File: config.mk
export PLATFORM = sky130hd
export DESIGN_NAME = load_store_unit
export DESIGN_NICKNAME = d
export VERILOG_FILES = /design/src/rtl/lsu_pkg.sv /design/src/rtl/load_extend.sv /design/src/rtl/load_store_unit.sv
export SDC_FILE = /design/constraint.sdc
export NUM_CORES = 1
export LEC_CHECK = 0
export ABC_AREA = 1
export CAP_MARGIN = 20
export CORE_UTILIZATION = 40
export CTS_CLUSTER_DIAMETER = 60
export DETAILED_ROUTE_END_ITERATION = 16
export PLACE_DENSITY = 0.8
export SLEW_MARGIN = 15
export SYNTH_ARGS = -nofsm -noshare
export SYNTH_HDL_FRONTEND = slang
export SYNTH_HIERARCHICAL = 1
export SYNTH_SLANG_ARGS = --single-unit
File: constraint.sdc
create_clock -name clk -period 4.5 [get_ports clk]
set_clock_uncertainty 0.1 [all_clocks]
set_input_delay 0.9 -clock clk [delete_from_list [all_inputs] [get_ports clk]]
set_output_delay 0.9 -clock clk [all_outputs]
set_load 0.005 [all_outputs]
File: src/rtl/lsu_pkg.sv
// rtl/lsu_pkg.sv - shared types, access-size encodings and store lane helpers for the LSU
package lsu_pkg;

  typedef enum logic [1:0] {
    IDLE = 2'b00,
    REQ  = 2'b01,
    DONE = 2'b10
  } state_t;

  // funct3[1:0] selects the access size, funct3[2] marks an unsigned load
  localparam logic [1:0] SZ_B = 2'b00;
  localparam logic [1:0] SZ_H = 2'b01;
  localparam logic [1:0] SZ_W = 2'b10;

  localparam logic [3:0] STRB_B = 4'b0001;
  localparam logic [3:0] STRB_H = 4'b0011;
  localparam logic [3:0] STRB_W = 4'b1111;

  // Byte enables for a store; halves ignore off[0] so they always land on a half lane
  function automatic logic [3:0] store_strb(input logic [2:0] f3, input logic [1:0] off);
    logic [3:0] s;
    case (f3[1:0])
      SZ_B:    s = STRB_B << off;
      SZ_H:    s = STRB_H << {off[1], 1'b0};
      default: s = STRB_W;
    endcase
    return s;
  endfunction

  // Replicate the store operand across all lanes so the strobes alone pick the target bytes
  function automatic logic [31:0] store_wdata(input logic [2:0] f3, input logic [31:0] d);
    logic [31:0] w;
    case (f3[1:0])
      SZ_B:    w = {4{d[7:0]}};
      SZ_H:    w = {2{d[15:0]}};
      default: w = d;
    endcase
    return w;
  endfunction

endpackage

File: src/rtl/load_extend.sv
// rtl/load_extend.sv - selects the addressed byte/half of a read word and sign/zero-extends it
module load_extend
  import lsu_pkg::*;
(
  input  logic [31:0] rdata_i,
  input  logic [1:0]  off_i,
  input  logic [2:0]  funct3_i,
  output logic [31:0] result_o
);

  logic [7:0]  byte_v;
  logic [15:0] half_v;

  // Lane select from the latched offset, then extend according to funct3
  always_comb begin
    byte_v   = rdata_i[{off_i, 3'b000} +: 8];
    half_v   = off_i[1] ? rdata_i[31:16] : rdata_i[15:0];
    result_o = rdata_i;
    case (funct3_i[1:0])
      SZ_B:    result_o = funct3_i[2] ? {24'b0, byte_v} : {{24{byte_v[7]}}, byte_v};
      SZ_H:    result_o = funct3_i[2] ? {16'b0, half_v} : {{16{half_v[15]}}, half_v};
      default: result_o = rdata_i;
    endcase
  end

endmodule

File: src/rtl/load_store_unit.sv
// rtl/load_store_unit.sv - memory-stage load/store unit with bus handshake and stall; optional MISALIGN_TRAP_EN
module load_store_unit
  import lsu_pkg::*;
#(
  parameter int ADDR_WIDTH  = 32,
  parameter int STALL_CNT_W = 16
) (
  input  logic                   clk,
  input  logic                   rst,
  input  logic                   MemReadM,
  input  logic                   MemWriteM,
  input  logic [2:0]             funct3M,
  input  logic [ADDR_WIDTH-1:0]  ALUoutM,
  input  logic [31:0]            WriteDataM,
  output logic [31:0]            ReadDataM,
  output logic                   StallM,
  output logic                   misalignM,
  output logic                   mem_req,
  output logic                   mem_we,
  output logic [ADDR_WIDTH-1:0]  mem_addr,
  output logic [31:0]            mem_wdata,
  output logic [3:0]             mem_wstrb,
  input  logic                   mem_ready,
  input  logic [31:0]            mem_rdata,
  output logic [STALL_CNT_W-1:0] stall_count
);

  state_t                  state_q, state_d;
  logic [ADDR_WIDTH-1:0]   addr_q, addr_d;
  logic                    we_q, we_d;
  logic [31:0]             wdata_q, wdata_d;
  logic [3:0]              wstrb_q, wstrb_d;
  logic [2:0]              funct3_q, funct3_d;
  logic [1:0]              off_q, off_d;
  logic [31:0]             rdata_q, rdata_d;
  logic [STALL_CNT_W-1:0]  cnt_q;
  logic [31:0]             load_ext;
  logic                    access;
  logic                    misaligned;
  logic                    stall;
  logic                    mis_flag;

  // Reset gates the request so StallM falls with rst even if the M-stage inputs are still set
  assign access = (MemReadM | MemWriteM) & ~rst;

`ifdef MISALIGN_TRAP_EN
  assign misaligned = access &&
                      (((funct3M[1:0] == SZ_H) && ALUoutM[0]) ||
                       ((funct3M[1:0] == SZ_W) && (ALUoutM[1:0] != 2'b00)));
`else
  assign misaligned = 1'b0;
`endif

  load_extend u_load_extend (
    .rdata_i  (mem_rdata),
    .off_i    (off_q),
    .funct3_i (funct3_q),
    .result_o (load_ext)
  );

  // Next-state, request latching and stall/misalign generation
  always_comb begin
    state_d  = state_q;
    addr_d   = addr_q;
    we_d     = we_q;
    wdata_d  = wdata_q;
    wstrb_d  = wstrb_q;
    funct3_d = funct3_q;
    off_d    = off_q;
    rdata_d  = rdata_q;
    stall    = 1'b0;
    mis_flag = 1'b0;
    mem_req  = 1'b0;
    case (state_q)
      IDLE: begin
        if (access) begin
          if (misaligned) begin
            mis_flag = 1'b1;
            rdata_d  = 32'h0;
          end else begin
            stall    = 1'b1;
            addr_d   = {ALUoutM[ADDR_WIDTH-1:2], 2'b00};
            we_d     = MemWriteM;
            wdata_d  = store_wdata(funct3M, WriteDataM);
            wstrb_d  = MemWriteM ? store_strb(funct3M, ALUoutM[1:0]) : 4'b0000;
            funct3_d = funct3M;
            off_d    = ALUoutM[1:0];
            state_d  = REQ;
          end
        end
      end
      REQ: begin
        mem_req = 1'b1;
        stall   = 1'b1;
        if (mem_ready) begin
          if (!we_q) rdata_d = load_ext;
          state_d = DONE;
        end
      end
      DONE: state_d = IDLE;
      default: state_d = IDLE;
    endcase
  end

  // State and latched request/response registers
  always_ff @(posedge clk or posedge rst) begin
    if (rst) begin
      state_q  <= IDLE;
      addr_q   <= '0;
      we_q     <= 1'b0;
      wdata_q  <= 32'h0;
      wstrb_q  <= 4'b0000;
      funct3_q <= 3'b000;
      off_q    <= 2'b00;
      rdata_q  <= 32'h0;
    end else begin
      state_q  <= state_d;
      addr_q   <= addr_d;
      we_q     <= we_d;
      wdata_q  <= wdata_d;
      wstrb_q  <= wstrb_d;
      funct3_q <= funct3_d;
      off_q    <= off_d;
      rdata_q  <= rdata_d;
    end
  end

  // Saturating count of every cycle the pipeline is held
  always_ff @(posedge clk or posedge rst) begin
    if (rst) begin
      cnt_q <= '0;
    end else if (stall && (cnt_q != '1)) begin
      cnt_q <= cnt_q + 1'b1;
    end
  end

  assign ReadDataM   = rdata_q;
  assign StallM      = stall;
  assign misalignM   = mis_flag;
  assign mem_we      = we_q;
  assign mem_addr    = addr_q;
  assign mem_wdata   = wdata_q;
  assign mem_wstrb   = wstrb_q;
  assign stall_count = cnt_q;

endmodule

## After elaboration in Yosys (flattened, before gate mapping)

Index checks and enable logic that the tools add are counted.

| word-level totals | value |
|---|---|
| flip-flop bits (word level) | 122 |
| latch bits | 0 |
| bits in writable memories | 0 |
| bits in read-only memories | 0 |
| word-level logic and storage cells | 43 |
| memories | 0 |

| operators by class | value |
|---|---|
| add/sub/neg operators | 1 |
| $mul | 0 |
| div/mod/pow operators | 0 |
| $lt $le $gt $ge | 0 |
| equality and inequality tests | 6 |
| shift-type cells | 3 |
| mux-type cells | 13 |
| bitwise gates (word level) | 4 |
| reductions and logical operators | 7 |

Operators with widths:

| kind | count |
|---|---|
| $pmux 32 s2 | 2 |
| $mux 32 | 2 |
| $shiftx 32x6->8 | 1 |
| $add 16x1->16 const B | 1 |
| $mux 16 | 1 |
| $ne 16x16->1 const B | 1 |
| $pmux 4 s2 | 1 |
| $eq 2x1->1 const B | 3 |
| $logic_not 2->1 | 3 |
| $mux 2 | 2 |
| $mux 4 | 1 |
| $ne 2x2->1 const B | 2 |
| $pmux 2 s2 | 1 |
| $reduce_and 2->1 | 2 |
| $shl 1x2->4 const A | 1 |
| $shl 2x2->4 const A | 1 |
| $reduce_and 3->1 | 1 |
| $mux 1 | 2 |
| $not 1->1 | 2 |
| $pmux 1 s2 | 1 |
| $and 1x1->1 | 1 |
| $logic_and 1x1->1 | 1 |
| $or 1x1->1 | 1 |

## Logic depth before layout (Yosys ltp)

Gate-level depths: netlist of the first run.

| depth | value |
|---|---|
| depth after elaboration | 5 |
| depth in mapped cells | 11 |
| depth with buffers taken out | 9 |

## Modules after synthesis

Netlist of the first run, hierarchy kept.

Modules (own cells, without submodules):

| module | instances | cells each | area each (um^2) | seq. area each (um^2) |
|---|---|---|---|---|
| load_store_unit | 1 | 642 | 5308.8 | 3052.9 |
| load_extend | 1 | 154 | 920.9 | 0.0 |

## Worst setup path before layout of the first run

Ideal clock, no wire load.

| timing | value |
|---|---|
| kind | input to output |
| start | input MemReadM |
| end | output StallM |
| arrival time | 1307 ps |
| data required time | 3500 ps |
| slack | 2193 ps |
| stages on the path | 4 |
| path through | nor2_1 -> nor2_2 -> nand2_2 -> nand2_4 |

| on the way | value |
|---|---|
| longest elaborated chain between the ends | 4 |

Ends and longest elaborated chain:

| item | line | RTL |
|---|---|---|
| from (decl) | load_store_unit.sv:10 | `input logic MemReadM,` |
| $or 1x1->1 | load_store_unit.sv:44 | `assign access = (MemReadM \| MemWriteM) & ~rst;` |
| $and 1x1->1 | load_store_unit.sv:44 |  |
| $mux 1 | load_store_unit.sv:76 | `if (access) begin` |
| $pmux 1 s2 | load_store_unit.sv:74 | `case (state_q)` |
| to (decl) | load_store_unit.sv:16 | `output logic StallM,` |

No other way between the ends.

## Worst setup path in the final report of the first run

| timing | value |
|---|---|
| start | input MemWriteM |
| end | output StallM |

| on the way | value |
|---|---|
| longest elaborated chain between the ends | 4 |

Ends and longest elaborated chain:

| item | line | RTL |
|---|---|---|
| from (decl) | load_store_unit.sv:11 | `input logic MemWriteM,` |
| $or 1x1->1 | load_store_unit.sv:44 |  |
| $and 1x1->1 | load_store_unit.sv:44 |  |
| $mux 1 | load_store_unit.sv:76 |  |
| $pmux 1 s2 | load_store_unit.sv:74 |  |

No other way between the ends.

==> metrics.md, run 1 <==
| Metric | Value |
|---|---|
| Hold path depth | `2` |
| Sequential area share after synthesis | `0.490` |
| Largest net degree at the start of global routing | `90` |
| Die area | `16100 sq um` |
| Global-route wire length before repair | `29100 microns` |
| Fin Setup TNS | `0 ns` |
| Grt ovf | `0` |
| Post-DRT Antenna Nets | `0` |
| H-Tree Depth | `4` |
| Share of layout cells above drive strength 1 | `0.0945` |
| Status | `finished clean` |
| GP Congestion | `0.800` |
| Crit-path max cell delay | `0.52 ns` |
| PD cells | `545 nW/um^2` |
| Area Overhead vs Synth | `46.0%` |
| Final period util | `0.746` |
| Util after Layout | `0.598` |
| Die width | `127 microns` |
| FILL cells | `1341` |
| Final WL | `18100 microns` |
| Worst r2r path cells | `9` |
| Critical Path Slowest Stage Cell | `clkdlybuf4s50_1` |
| Initial antenna violation count | `0` |
| Initial DRC count | `419` |
| Critical path buffers and inverters | `2` |
| Total CTS buffers | `17` |
| Reg2reg start | `off_q[1]$_DFFE_PP0P_` |
| Worst IR Drop VDD | `0.000275 V` |
| Fin nets | `1109` |
| I/O Pins | `224` |
| Avg Inst Size Synth | `7.83 sq um` |
| Post-CTS setup-driven buffer insertion count | `0` |
| Reg2Reg Setup Slack | `2.39 ns` |
| Vias in the first global route | `5833` |
| Via density | `4.97` |
| CTS tree | `yes` |
| Critical path data required time | `3.50 ns` |
| Synth Register Bits | `122` |
| Die height | `127 microns` |
| Syn. warnings | `6` |
| WS Path Type | `in2out` |
| MaxCap Viol Count | `0` |
| Worst relative slew slack | `0.434` |
| Most frequent CP cell | `clkdlybuf4s50_1` |
| Via count | `5984` |
| Arrival time at the worst endpoint | `2.36 ns` |
| Worst slew pin tran | `0.849 ns` |
| DRC Markers | `0` |
| Clock transition at path regs | `0.06 ns` |
| Hold Vio Cnt, Final | `0` |
| Worst Hold Path EP | `ReadDataM[23]$_DFFE_PP0P_` |
| Synth Instances | `796` |
| Power Total | `0.00496 W` |
| Max FO, Critical Path | `8` |
| Clk sinks | `122` |
| Worst Hold Launch | `ReadDataM[23]$_DFFE_PP0P_` |
| Crit path time final | `3.36 ns` |
| RSZ-0062 raised after global routing | `no` |
| PostCTS Resize Cnt | `0` |
| Post-CTS Hold Buffers | `0` |
| Average wire per standard cell | `15.0 microns` |
| Kind of cell adding the most delay to the critical path | `buffers and inverters` |
| Port bufs | `220` |
| Post-Syn Area | `6230 sq um` |
| Ant diodes | `0` |
| # rows | `45` |
| Clk_lat worst skew | `0.41 ns` |
| Core region area | `15200 sq um` |
| Critical Path End Type | `output port` |
| Leakage power | `4.39 nW` |
| Detailed Routing Iterations Pass 1 | `5` |
| Cell Chain, Critical Path | `clkdlybuf4s50_1, nor2_1, nor2_2, nand2_2, nand2_4, clkdlybuf4s50_1` |
| Share of the synthesized area in the top cell type | `0.490` |
| Startpoint Class | `input pin` |
| Final Max Tran Viols | `0` |
| Starting Density | `0.410` |
| Top post-synthesis cells by area | `dfrtp_1 (49%), nand2_1 (22%), nand3_1 (4.7%)` |
| Cell taking the most area after synthesis | `dfrtp_1` |
| HPWL after DPL | `12400 microns` |
| Hold WC Path Type | `reg2reg` |
| Fmax | `298 MHz` |
| Post-synth cell types | `38` |
| Reg2reg end | `ReadDataM[27]$_DFFE_PP0P_` |
| GRT Overall Usage | `0.234` |
| Max Root-Sink Buffers | `2` |
| Endpoints failing setup | `0` |
| WHS | `0.370 ns` |
| CTS root buf | `clkbuf_16` |
## tightest hold or removal path: stages (launching register included)
cell and delay, ns:
dfrtp_1 0.34, nand2_1 0.05, nand2_1 0.05
## synth_stat cells (all sizes together)
cell and number:
nor2 32, o21ai 45, dfrtp 122, inv 29, conb 1, or2 7
clkbuf 16, nand2 389, clkinv 2, xor2 1, a22oi 1, a21oi 19
o21a 1, o211ai 7, buf 26, and2 7, nand4 6, ha 1
xnor2 6, o21bai 1, nand3 77
## layout make-up
cell class	count	area, sq um	area share
sequential	122	3050	0.336
multi-input combinational	603	2790	0.307
tap	188	235	0.0259
clock inverter	14	175	0.0193
timing repair buffer	229	2290	0.252
clock buffer	17	425	0.0468
inverter	31	129	0.0142
## cells by family (layout without fill, tap and decap cells)
logic type      Yosys count  after routing  share of synthesized area
compound gates           74             74                     0.0635
xor+xnor                  7              7                    0.00984
fa+ha+maj                 1              1                    0.00201
buf+inv                  73            291                     0.0637
flops                   122            122                      0.490
other cells               1              3                   0.000602
simple gates            518            518                      0.370
## how the worst max path moves through the flow
| stage | startpoint | end | cells after the start |
|---|---|---|---|
| 2_1_floorplan | rst | ReadDataM[0]$_DFFE_PP0P_ | 1 |
| 3_3_place_gp | MemWriteM | StallM | 6 |
| 3_5_place_dp | MemWriteM | StallM | 6 |
| 4_1_cts | MemWriteM | StallM | 6 |
| 5_1_grt | MemWriteM | StallM | 6 |
| 6_report | MemWriteM | StallM | 6 |
## cell usage in the layout, fill, tap and decap left out, types with 4 or more instances in the layout
cell type	netlist	routed
nand2_1	373	373
clkdlybuf4s50_1	0	220
dfrtp_1	122	122
nand3_1	58	58
o21ai_0	42	42
nor2_1	24	24
inv_1	23	22
nand3_2	19	19
a21oi_1	19	19
clkbuf_16	0	17
nand2_2	10	10
buf_4	4	7
o211ai_1	7	7
xnor2_1	6	6
nand4_1	6	6
nor2_2	5	5
nand2_4	5	5
clkinv_4	0	5
inv_2	4	4
## metrics by stage
step                instance area, sq um  worst slack, ns  std cells
finish                              9090             1.14       1204
global route                        9090             1.07       1204
CTS                                 9080             1.14       1203
detailed placement                  8480             1.15       1172
global placement                    8480             1.17       1172
floorplan                           6240            0.257        798
## sequential cells by signal (all words and copies together), names as in the netlist
| name | cells |
|---|---|
| ReadDataM | 32 |
| mem_wdata | 32 |
| mem_addr | 30 |
| stall_count | 16 |
| mem_wstrb | 4 |
| funct3_q | 3 |
| off_q | 2 |
| state_q | 2 |
| mem_we | 1 |
## report_power, final
part	leakage [nW]	switching (W)	internal, W
clock	0.285	0.000523	0.000870
sequential	1.55	0.000272	0.00146
combinational	2.56	0.000833	0.000998
total	4.39	0.00163	0.00333
## per-layer routing
layer / global-route usage / wire length (microns) / part of all wire
met1: 0.292 / 7670 / 0.42
met4: 0.0854 / 254 / 0.014
met2: 0.376 / 8620 / 0.48
met3: 0.0801 / 1520 / 0.084
met5: 0 / 0 / 0
Power figures use the tool's default switching activity.
==> run 2: changes to the inputs <==
--- a/config.mk
+++ b/config.mk
@@ -10,7 +10,7 @@
 export CORE_UTILIZATION = 40
 export CTS_CLUSTER_DIAMETER = 60
 export DETAILED_ROUTE_END_ITERATION = 16
-export PLACE_DENSITY = 0.8
+export PLACE_DENSITY = 0.83
 export SLEW_MARGIN = 15
 export SYNTH_ARGS = -nofsm -noshare
 export SYNTH_HDL_FRONTEND = slang
==> constraint.sdc (replaced) <==
create_clock -name clk -period 2.8 [get_ports clk]
set_clock_uncertainty 0.1 [all_clocks]
set_input_delay 0.56 -clock clk [delete_from_list [all_inputs] [get_ports clk]]
set_output_delay 0.56 -clock clk [all_outputs]
set_load 0.005 [all_outputs]
==> run 2 against run 1 <==
Net effect: final cell count grew 0.58%; hold slack lost 0.0012 ns; sequential cell count is the same; critical path depth is the same; sequential share of layout area shrank 0.15 points; total power grew 61%; sequential power grew 60%; register-to-register slack lost 1.4 ns; non-clock buffer count grew 6; clock power grew 62%; global-route usage is essentially flat; highest routed layer unchanged.
==> metrics.md, run 2 (synthesized netlist as in run 1, its figures left out) <==
| Metric | Value |
|---|---|
| Grt ovf | `0` |
| Crit path time final | `2.58 ns` |
| WS Path Type | `in2out` |
| Clock transition at path regs | `0.06 ns` |
| Area Overhead vs Synth | `46.7%` |
| Cell Chain, Critical Path | `clkdlybuf4s50_1, nor2_1, nor2_2, nand2_2, nand2_4, clkdlybuf4s50_1` |
| Global-route wire length before repair | `29500 microns` |
| Via count | `6043` |
| Sequential Power Share | `0.346` |
| Post-CTS setup-driven buffer insertion count | `0` |
| Most frequent CP cell | `clkdlybuf4s50_1` |
| Kind of cell adding the most delay to the critical path | `buffers and inverters` |
| Critical path buffers and inverters | `2` |
| # rows | `45` |
| Max FO, Critical Path | `4` |
| Starting Density | `0.410` |
| Endpoints failing setup | `0` |
| Startpoint Class | `input pin` |
| FILL cells | `1335` |
| Die width | `127 microns` |
| Fin cells | `1211` |
| Ant diodes | `0` |
| Commonest non-fill, non-tap cell in the layout | `nand2_1` |
| Via density | `4.99` |
| Critical path data required time | `2.14 ns` |
| Share of layout cells above drive strength 1 | `0.101` |
| Fin nets | `1115` |
| Cells after DPL | `1179` |
| I/O Pins | `224` |
| Sw Ratio | `0.336` |
| Total CTS buffers | `17` |
| PD cells | `875 nW/um^2` |
| Post-DRT Antenna Nets | `0` |
| Gate power share | `0.373` |
| Average wire per standard cell | `14.7 microns` |
| Power Internal | `0.00531 W` |
| DRC Markers | `0` |
| Worst IR Drop VDD | `0.000386 V` |
| Die height | `127 microns` |
| Clk_lat worst skew | `0.41 ns` |
| Post-CTS Hold Buffers | `0` |
| Initial DRC count | `469` |
| Arrival time at the worst endpoint | `1.92 ns` |
| Hold Vio Cnt, Final | `0` |
| Clock power share | `0.281` |
| Register area | `3050 sq um` |
| NetSw | `0.00268 W` |
| Detailed Routing Iterations Pass 1 | `5` |
| Worst slew pin tran | `0.593 ns` |
| Initial antenna violation count | `0` |
| Port bufs | `220` |
| Worst relative slew slack | `0.603` |
| Final Max Tran Viols | `0` |
| Largest net degree at the start of global routing | `90` |
| CTS tree | `yes` |
| MaxCap Viol Count | `0` |
| CTS root buf | `clkbuf_16` |
| Critical Path End Type | `output port` |
| Clk sinks | `122` |
| GRT Overall Usage | `0.233` |
| Power Total | `0.00799 W` |
| Crit-path max cell delay | `0.45 ns` |
| GP Congestion | `0.846` |
| RSZ-0062 raised after global routing | `no` |
| Leakage power | `4.41 nW` |
| Pre-CTS WS | `0.226 ns` |
| Fin Setup TNS | `0 ns` |
| Final WL | `17700 microns` |
| HPWL after DPL | `12600 microns` |
| Vias in the first global route | `5864` |
| Core region area | `15200 sq um` |
| Critical Path Slowest Stage Cell | `clkdlybuf4s50_1` |
| H-Tree Depth | `4` |
| Hold WC Path Type | `reg2reg` |
| Max Root-Sink Buffers | `2` |
| PostCTS Resize Cnt | `0` |
| Status | `finished clean` |
| WHS | `0.368 ns` |
| PnR worst setup slack | `0.218 ns` |
| Die area | `16100 sq um` |
| Fmax | `387 MHz` |
| Most frequent cells in the layout | `nand2_1 (373), clkdlybuf4s50_1 (220), dfrtp_1 (122), nand3_1 (58), o21ai_0 (42)` |
| Area taken by multi-input logic gates | `2790 sq um` |
| Final period util | `0.922` |
[run 2: cell types whose count changed in the layout (fill, tap and decap cells not counted)]
| cell | change |
|---|---|
| inv_8 | +3 |
| inv_6 | +5 |
| clkinv_4 | -4 |
| inv_4 | -1 |
| bufinv_16 | -1 |
| buf_4 | +7 |
| clkinvlp_4 | +1 |
| buf_8 | -1 |
| clkinv_2 | -2 |
[run 2: cell type report]
cell class | count | share of cell area
clock inverter | 15 | 0.0194
tap | 188 | 0.0257
clock buffer | 17 | 0.0466
inverter | 31 | 0.0142
multi-input combinational | 603 | 0.305
sequential | 122 | 0.334
timing repair buffer | 235 | 0.255
[run 2: power by group through the flow]
| stage | registers (W) | logic, W | clock network [W] |
|---|---|---|---|
| 5_1_grt | 0.00284 | 0.00330 | 0.00239 |
| 6_report | 0.00277 | 0.00298 | 0.00225 |
| 3_5_place_dp | 0.00278 | 0.00299 | 0 |
| 2_1_floorplan | 0.00275 | 0.00142 | 0 |
| 3_3_place_gp | 0.00277 | 0.00293 | 0 |
| 4_1_cts | 0.00277 | 0.00300 | 0.00231 |
[run 2: metal layers]
metal  vias up  share of wire  global-route usage
met4         0          0.019              0.0833
met1      2792           0.41               0.284
met5         -              0                   0
met3        26          0.090              0.0751
met2       275           0.48               0.388
li1       2950              -                   -
[run 2: per-stage QoR]
step           utilization  area, sq um
3_3_place_gp         0.561         8530
5_1_grt              0.601         9140
6_report             0.601         9140
2_1_floorplan            -         6240
4_1_cts              0.601         9140
3_5_place_dp         0.561         8530
[run 2: worst register-to-register path: stages, from the launching register on]
cell,delay [ns]
dfrtp_1,0.48
inv_8,0.17
nand2_4,0.05
nand2_2,0.09
nand3_2,0.38
nand3_1,0.26
nand3_1,0.10
nand2_1,0.09
[run 2: final timing paths]
| kind | endpoint | start | cells past startpoint | slack, ns |
|---|---|---|---|---|
| max | StallM | MemWriteM | 6 | 0.22 |
| min | ReadDataM[17]$_DFFE_PP0P_ | ReadDataM[17]$_DFFE_PP0P_ | 2 | 0.37 |
| max reg2reg | ReadDataM[25]$_DFFE_PP0P_ | off_q[1]$_DFFE_PP0P_ | 7 | 1.03 |
| min reg2reg | ReadDataM[17]$_DFFE_PP0P_ | ReadDataM[17]$_DFFE_PP0P_ | 2 | 0.37 |
| max in group asynchronous | ReadDataM[14]$_DFFE_PP0P_ | rst | 3 | 1.60 |
| min in group asynchronous | mem_addr[16]$_DFFE_PP0P_ | rst | 3 | 0.58 |
